File: src/rtl/updown_counter_sequencer.sv
`default_nettype none
// ============================================================================
// Module      : updown_counter_sequencer
// Description : Initiator-side controller for the 8-bit preset up/down
//               counter. Accepts a count command on a valid/ready handshake,
//               loads the counter preset, enables counting in the commanded
//               direction and counts expiry pulses until the commanded number
//               of repetitions has elapsed. Supports hold (pause) and abort.
// Revision    : 1.0 - initial release
// ============================================================================
module updown_counter_sequencer #(
  parameter int CNT_W  = 8,
  parameter int REPS_W = 4
) (
  input  logic              clk,
  input  logic              resetb,
  input  logic              cmd_valid,
  output logic              cmd_ready,
  input  logic              cmd_dir,
  input  logic [CNT_W-1:0]  cmd_preset,
  input  logic [REPS_W-1:0] cmd_reps,
  input  logic              hold,
  input  logic              abort,
  input  logic              ctr_expired,
  output logic              new_cntr_preset,
  output logic [CNT_W-1:0]  new_cntr_preset_value,
  output logic              enable_cnt_up,
  output logic              enable_cnt_dn,
  output logic              pause_counting,
  output logic              busy,
  output logic [REPS_W:0]   reps_left,
  output logic              done,
  output logic              aborted
);

  localparam logic [2:0] c_ST_IDLE = 3'd0;
  localparam logic [2:0] c_ST_LOAD = 3'd1;
  localparam logic [2:0] c_ST_GAP  = 3'd2;
  localparam logic [2:0] c_ST_RUN  = 3'd3;
  localparam logic [2:0] c_ST_DONE = 3'd4;

  // A zero repetition field means the full 2^REPS_W range.
  localparam logic [REPS_W:0] c_REPS_FULL = {1'b1, {REPS_W{1'b0}}};
  localparam logic [REPS_W:0] c_REPS_ONE  = {{REPS_W{1'b0}}, 1'b1};

  logic [2:0]      r_state;
  logic            r_dir;
  logic            r_first_run;

  logic [REPS_W:0] w_reps_load;
  logic            w_abort;
  logic            w_expiry_hit;
  logic            w_last_expiry;

  // Command decode, abort qualification and expiry sampling.
  always_comb begin
    w_reps_load   = (cmd_reps == '0) ? c_REPS_FULL : {1'b0, cmd_reps};
    // Abort is honoured only while a command is actually driving the counter.
    w_abort       = abort && ((r_state == c_ST_LOAD) ||
                              (r_state == c_ST_GAP)  ||
                              (r_state == c_ST_RUN));
    // The first RUN cycle is blanked: an expiry there belongs to the counter's
    // previous life, not to this command. The non-zero guard stops underflow.
    w_expiry_hit  = (r_state == c_ST_RUN) && !r_first_run && ctr_expired &&
                    (reps_left != '0);
    w_last_expiry = w_expiry_hit && (reps_left == c_REPS_ONE);
  end

  // Sequencer state and all registered outputs.
  always_ff @(posedge clk or negedge resetb) begin
    if (!resetb) begin
      r_state               <= c_ST_IDLE;
      r_dir                 <= 1'b0;
      r_first_run           <= 1'b0;
      cmd_ready             <= 1'b1;
      new_cntr_preset       <= 1'b0;
      new_cntr_preset_value <= '0;
      enable_cnt_up         <= 1'b0;
      enable_cnt_dn         <= 1'b0;
      pause_counting        <= 1'b0;
      busy                  <= 1'b0;
      reps_left             <= '0;
      done                  <= 1'b0;
      aborted               <= 1'b0;
    end else begin
      // Strobes are single-cycle by default.
      new_cntr_preset <= 1'b0;
      done            <= 1'b0;
      aborted         <= 1'b0;

      if (w_abort) begin
        r_state        <= c_ST_IDLE;
        r_first_run    <= 1'b0;
        cmd_ready      <= 1'b1;
        busy           <= 1'b0;
        enable_cnt_up  <= 1'b0;
        enable_cnt_dn  <= 1'b0;
        pause_counting <= 1'b0;
        reps_left      <= '0;
        aborted        <= 1'b1;
      end else begin
        case (r_state)
          c_ST_IDLE: begin
            if (cmd_valid) begin
              r_state               <= c_ST_LOAD;
              r_dir                 <= cmd_dir;
              new_cntr_preset_value <= cmd_preset;
              reps_left             <= w_reps_load;
              new_cntr_preset       <= 1'b1;
              cmd_ready             <= 1'b0;
              busy                  <= 1'b1;
            end
          end
          c_ST_LOAD: begin
            // Preset strobe drops; counter stores the preset during GAP.
            r_state <= c_ST_GAP;
          end
          c_ST_GAP: begin
            // Enables rise here so the counter sees a clean rising edge.
            r_state        <= c_ST_RUN;
            r_first_run    <= 1'b1;
            enable_cnt_up  <= !r_dir;
            enable_cnt_dn  <= r_dir;
            pause_counting <= 1'b0;
          end
          c_ST_RUN: begin
            r_first_run <= 1'b0;
            if (w_expiry_hit) begin
              reps_left <= reps_left - c_REPS_ONE;
            end
            if (w_last_expiry) begin
              r_state        <= c_ST_DONE;
              enable_cnt_up  <= 1'b0;
              enable_cnt_dn  <= 1'b0;
              pause_counting <= 1'b0;
              done           <= 1'b1;
            end else begin
              pause_counting <= hold;
            end
          end
          c_ST_DONE: begin
            r_state   <= c_ST_IDLE;
            cmd_ready <= 1'b1;
            busy      <= 1'b0;
          end
          default: begin
            r_state        <= c_ST_IDLE;
            r_first_run    <= 1'b0;
            cmd_ready      <= 1'b1;
            busy           <= 1'b0;
            enable_cnt_up  <= 1'b0;
            enable_cnt_dn  <= 1'b0;
            pause_counting <= 1'b0;
            reps_left      <= '0;
          end
        endcase
      end
    end
  end

endmodule
`default_nettype wire

File: config.mk
export PLATFORM = sky130hd
export DESIGN_NAME = updown_counter_sequencer
export DESIGN_NICKNAME = d
export VERILOG_FILES = /design/src/rtl/updown_counter_sequencer.sv
export SDC_FILE = /design/constraint.sdc
export NUM_CORES = 1
export LEC_CHECK = 0
export BUFFER_PORTS_ARGS = -buffer_cell sky130_fd_sc_hd__buf_2
export CAP_MARGIN = 40
export CORE_MARGIN = 2
export CORE_UTILIZATION = 53
export CTS_CLUSTER_SIZE = 20
export DETAILED_ROUTE_END_ITERATION = 7
export PLACE_DENSITY = 0.83
export SLEW_MARGIN = 10
export SYNTH_ARGS = -nofsm -noshare
export SYNTH_HDL_FRONTEND = slang
export SYNTH_SLANG_ARGS = --single-unit
export TNS_END_PERCENT = 50
File: constraint.sdc
create_clock -name clk -period 4 [get_ports clk]
set_clock_uncertainty 0.05 [all_clocks]
set_input_delay 0.2 -clock clk [delete_from_list [all_inputs] [get_ports clk]]
set_output_delay 0.2 -clock clk [all_outputs]
set_load 0.01 [all_outputs]
==> results of run 1 <==
worst max-delay path, delay by kind of cell (launching register included):
family,cells,cell delay (ns)
AOI/OAI and AO/OA,2,0.27
DFF,1,0.56
and+or+nand+nor,2,1.28
cells in the final DEF, fill, tap and decap left out, types with 4 or more instances in the layout:
cell	count
a21oi_1	4
buf_2	39
dfrtp_1	25
mux2_2	9
nand2_1	5
nor2_1	9
nor3_1	5
o21ai_0	4
o31ai_1	4
where the power goes:
group          leakage [nW]  internal [mW]  switching (mW)
clock                0.0210         0.0557          0.0754
combinational         0.395          0.156           0.164
sequential            0.325          0.335          0.0614
total                 0.741          0.547           0.301
worst paths after layout:
check                                           endpoint  cells past startpoint
worst max-delay path                        reps_left[0]                      4
worst min-delay path            new_cntr_preset_value[4]                      2
worst max register to register              reps_left[0]                      4
worst min register to register             enable_cnt_up                      1
max in group asynchronous                      cmd_ready                      2
min in group asynchronous                   reps_left[2]                      2
through the flow:
| stage | hold slack (ns) | std cells | utilization (%) |
|---|---|---|---|
| after floorplan | -0.146 | 107 | - |
| after global placement | 0.169 | 169 | 65.0 |
| after detailed placement | 0.178 | 169 | 65.0 |
| after CTS | 0.0501 | 174 | 67.1 |
| after global routing | 0.0486 | 174 | 67.1 |
| final | 0.0492 | 174 | 67.1 |
metal layers:
metal / GRT usage [%] / wire, um
met1: 27.5 / 1120
met2: 37.3 / 1330
met3: 2.29 / 135
met4: 8.97 / 49
met5: 0 / 0
final cells by class:
class / instances / area (um2) / area share, %
Clock buffer: 4 / 36.3 / 2.42
Multi-Input combinational cell: 73 / 558 / 37.3
Sequential cell: 26 / 652 / 43.5
Tap cell: 28 / 35.0 / 2.34
Inverter: 3 / 11.3 / 0.752
Timing Repair Buffer: 40 / 205 / 13.7
logic make-up after synthesis:
kind of cell / after synthesis
buffers and inverters: 8
AOI/OAI and AO/OA: 25
DFF: 26
xor gates and xnor gates: 1
adders and majority gates: 2
muxes: 10
and+or+nand+nor: 35
==> flow_summary_export.csv, run 1 <==
group,metric,value,unit
outcome,run_status,"complete, no violations",
die,die_h,52.7,um
global_route,antenna_found_initial,0,
final_layout,finish.instance_area,1500,um2
setup_path,cp_cell_sequence,"nor4b_4 > a211oi_2 > or4_1 > o21ai_0",
clocking,h-tree-depth,1,
logic_synthesis,yosys.area_share.simple,17.0,%
place,numPortBuffers,39,
power,p_per_area,566,nW/um2
setup_path,slowest_delay,0.75,ns
timing,maxSlewHeadroom,51.1,%
final_layout,fill_cells,188,
clocking,ctsHoldBuffers,1,
setup_path,cp-startpoint,"r_state[2]",
logic_synthesis,ys_dominant_reg_cell,"dfrtp_1",
logic_synthesis,synth_nets,128,
die,coreArea,2230,um2
final_layout,area_delta_synth_final,19.3,%
timing,tightest_slew,0.730,ns
global_route,grt_overflow,0,
place,gp_congestion,0.885,
logic_synthesis,synth_compound_area_share,15.5,%
logic_synthesis,synth_area_leader_cell,"dfrtp_1",
final_layout,fin_nets,168,
power,irDropWorstVdd,0.355,mV
timing,period_share,55.6,%
setup_path,critPathMaxFanout,12,
clocking,insertion_delay,0.32,ns
global_route,grt_max_degree,27,
logic_synthesis,yosysWarnings,0,
timing,finalSetupTns,0,ns
timing,clock.fmax,450,MHz
logic_synthesis,post_synth_xor_area_fraction,0.698,%
logic_synthesis,synth_seq_cells,26,
final_layout,largest_reg_flops,8,
setup_path,cp-end-kind,"flip-flop",
logic_synthesis,synth_most_common_cell,"dfrtp_1",
clocking,cts-root-buf,"clkbuf_4",
clocking,cts_tree,"yes",
worst_hold_path,worstHoldStart,"cmd_preset[4]",
setup_path,worstPathArrival,2.42,ns
timing,slew_viol_final,0,
route,routed_wl,2.64,mm
route,num_vias,981,
logic_synthesis,synthCells,107,
timing,rsz0062_at_grt,"false",
setup_path,slowest_stage,"nor4b_4",
global_route,grt_pass1_vias,974,
run,maxCapViolCount,0,
place,dpl.hpwl,2.05,mm
route,antenna_left,0,
clocking,clk_pin_slew,0.14,ns
power,p_leak,0.741,nW
logic_synthesis,synth_top_family_by_area,"simple AND/OR/NAND/NOR gates",
power,finalPower,0.848,mW
final_layout,drive_gt1_share,43.8,%
route,drc,0,
timing,min_period,2.22,ns
die,num_rows,17,
logic_synthesis,avgSynthCellArea,11.7,um2
final_layout,largestRegisters,"new_cntr_preset_value x8, reps_left x5, r_state x3",
global_route,grt_util_all_layers,21.6,%
setup_path,reg2reg_from,"r_state[2]",
timing,report.final.setup_viol,0,
global_route,grt_pass1_wl,4.35,mm
logic_synthesis,synthTopCellsByCount,"25 x dfrtp_1, 9 x mux2_2, 9 x nor2_1",
timing,setup_ws,1.78,ns
setup_path,worstSetupPathType,"reg -> reg",
logic_synthesis,ys_top_cells_by_area,"dfrtp_1 50%, mux2_2 8.1%, nor2_1 2.7%, o31ai_1 2.4%, dfstp_2 2.1%",
final_layout,antennaDiodeCount,0,
logic_synthesis,synth-adder-area-share,1.99,%
die,ios,40,
place,place_area,1450,um2
clocking,clock_sinks,26,
logic_synthesis,synth_async_sr_flop_share,100,%
place,pre_cts_ws,1.80,ns
setup_path,crit_required,4.19,ns
logic_synthesis,synthMuxAreaShare,9.27,%
route,avgViaCountPerCell,5.64,
clocking,cts_buffers,3,
route,drtIter0Drc,29,
route,drt-pass1-iter-count,4,
logic_synthesis,yosysSeqAreaShare,51.9,%
worst_hold_path,min_path_type,"in -> reg",
die,die_area,2770,um2
route,wl_per_cell,15.1,um
clocking,cts.path.max_buffers,2,
final_layout,top_register,"new_cntr_preset_value",
timing,hold_viol_final,0,
die,initial_utilization,56.2,%
logic_synthesis,synth.distinct_cells,41,
setup_path,rrSetupSlack,1.78,ns
setup_path,cp-start-kind,"flip-flop",
clocking,postCtsSetupRepairBufs,0,
logic_synthesis,synth_edf_count,0,
clocking,post_cts_resized,0,
logic_synthesis,syn_area,1250,um2
logic_synthesis,synth_top_area_share,49.9,%
die,die_w,52.7,um
Power figures use the tool's default switching activity.
==> inputs of run 2 (changes only) <==
- CORE_UTILIZATION: 53 -> 45
- PLACE_DENSITY: 0.83 -> 0.75
- clock period: 4 -> 2 ns (I/O delays scaled with it)
==> flow_summary_export.csv, run 2 (synthesis gave the netlist of run 1 again) <==
group,metric,value,unit
outcome,run_status,"complete, no violations",
setup_path,cp-end-kind,"flip-flop",
route,drtIter0Drc,31,
setup_path,worstSetupPathType,"reg -> reg",
final_layout,largestRegisters,"new_cntr_preset_value x8, reps_left x5, r_state x3",
clocking,clk_pin_slew,0.14,ns
final_layout,final_cell_mix,"39 x buf_2, 25 x dfrtp_1, 12 x dlygate4sd3_1",
die,die_w,56.8,um
route,avgViaCountPerCell,5.37,
global_route,grt_max_degree,27,
place,numPortBuffers,39,
die,initial_utilization,46.3,%
setup_path,cp_cell_sequence,"inv_2 > ha_4 > or4b_4 > a31oi_4 > nor2_2 > mux2_4",
power,p_leak,0.831,nW
die,coreArea,2710,um2
global_route,grt_overflow,0,
timing,tightest_slew,0.560,ns
worst_hold_path,hold_end,"reps_left[3]",
timing,maxSlewHeadroom,62.7,%
setup_path,cp-start-kind,"flip-flop",
global_route,antenna_found_initial,0,
timing,period_share,96.8,%
final_layout,register_area,652,um2
setup_path,cp-startpoint,"reps_left[1]",
setup_path,crit_required,2.18,ns
final_layout,final_common_cell,"buf_2",
final_layout,antennaDiodeCount,0,
clocking,insertion_delay,0.32,ns
final_layout,drive_gt1_share,45.8,%
setup_path,rrSetupSlack,0.06,ns
final_layout,multiInputGateArea,571,um2
place,gp_congestion,0.939,
final_layout,fill_cells,232,
setup_path,critical_path.top_delay_family,"simple AND/OR/NAND/NOR gates",
clocking,cts_buffers,3,
die,die_area,3230,um2
die,die_h,56.8,um
power,finalPower,1.79,mW
power,p_per_area,1060,nW/um2
power,irDropWorstVdd,0.801,mV
route,antenna_left,0,
route,drc,0,
worst_hold_path,worstHoldStart,"cmd_reps[3]",
worst_hold_path,hold_depth,3,
setup_path,worstPathArrival,2.11,ns
route,drt-pass1-iter-count,4,
setup_path,reg2regPathDepth,6,
worst_hold_path,min_path_type,"in -> reg",
clocking,cts.path.max_buffers,2,
final_layout,fin_nets,188,
run,maxCapViolCount,0,
route,num_vias,1057,
place,dpl.hpwl,2.07,mm
route,wl_per_cell,14.6,um
global_route,grt_util_all_layers,19.4,%
route,routed_wl,2.89,mm
timing,finalSetupTns,0,ns
clocking,cts-root-buf,"clkbuf_4",
setup_path,reg2reg_from,"reps_left[1]",
die,ios,40,
setup_path,slowest_delay,0.48,ns
timing,slew_viol_final,0,
setup_path,crit_buf_inv,1,
global_route,grt_pass1_vias,1116,
clocking,cts_tree,"yes",
final_layout,largest_reg_flops,8,
global_route,grt_pass1_wl,4.87,mm
timing,hold_viol_final,0,
timing,rsz0062_at_grt,"false",
timing,report.final.setup_viol,0,
setup_path,slowest_stage,"or4b_4",
final_layout,area_delta_synth_final,34.8,%
die,num_rows,19,
final_layout,top_register,"new_cntr_preset_value",
timing,clock.fmax,516,MHz
setup_path,r2r_end,"reps_left[1]",
timing,min_period,1.94,ns
clocking,clock_sinks,26,
setup_path,critPathMaxFanout,5,
clocking,h-tree-depth,1,
## run 2: cell types whose count changed in the layout (fill, tap and decap cells not counted)
cell | previous run | this run
ha_4 | 0 | 1
inv_1 | 3 | 1
dlygate4sd3_1 | 1 | 12
buf_4 | 0 | 9
inv_2 | 0 | 2
ha_1 | 2 | 1
## run 2: where the power goes
| part | internal [mW] | switching [mW] |
|---|---|---|
| clock network | 0.111 | 0.151 |
| logic | 0.381 | 0.365 |
| registers | 0.671 | 0.114 |
| total | 1.16 | 0.630 |
## run 2: worst max-delay path by stage
stage / endpoint / slack [ns] / cells after the start
final: reps_left[1] / 0.06 / 6
after global routing: reps_left[1] / 0.02 / 6
after floorplan: reps_left[1] / 0.03 / 6
after detailed placement: reps_left[1] / 0.03 / 6
after global placement: reps_left[1] / 0.11 / 6
after CTS: reps_left[1] / 0.04 / 6
## run 2: area by class of cell
| cell class | instances | share of cell area [%] |
|---|---|---|
| Sequential cell | 26 | 38.5 |
| Multi-Input combinational cell | 73 | 33.7 |
| Timing Repair Buffer | 60 | 22.6 |
| Tap cell | 31 | 2.29 |
| Clock buffer | 4 | 2.14 |
| Inverter | 3 | 0.666 |
## run 2: per-stage QoR
step / instance area (um2) / hold slack, ns / util, % / worst slack (ns) / std cells
after global placement: 1520 / 0.0742 / 55.9 / 0.109 / 180
final: 1690 / 0.0766 / 62.4 / 0.0633 / 197
after CTS: 1670 / 0.0648 / 61.7 / 0.0397 / 196
after detailed placement: 1520 / 0.0792 / 55.9 / 0.0338 / 180
after floorplan: 1250 / -0.246 / - / 0.0325 / 107
after global routing: 1690 / 0.0927 / 62.4 / 0.0211 / 197
## run 2: what timing repair did
action | in CTS | in global routing
pin swaps | 1 | 1
endpoints found under the setup margin | 1 | 1
hold buffers | 12 | 0
endpoints found under the hold margin | 36 | 0
gates resized for setup | 0 | 4
setup buffers | 0 | 1
## run 2: routing by layer
layer  global-route usage, %  up-vias  wire (um)
li1                        -      505          -
met1                    22.8      504       1240
met2                    33.4       42       1420
met3                    5.30        6        186
met4                    7.64        0         47
met5                       0        -          0
## run 2: worst min-delay path: cells and delay by family
kind	cells	cell delay, ns
AO/OA/AOI/OAI	2	0.21
buffers and inverters	1	0.10
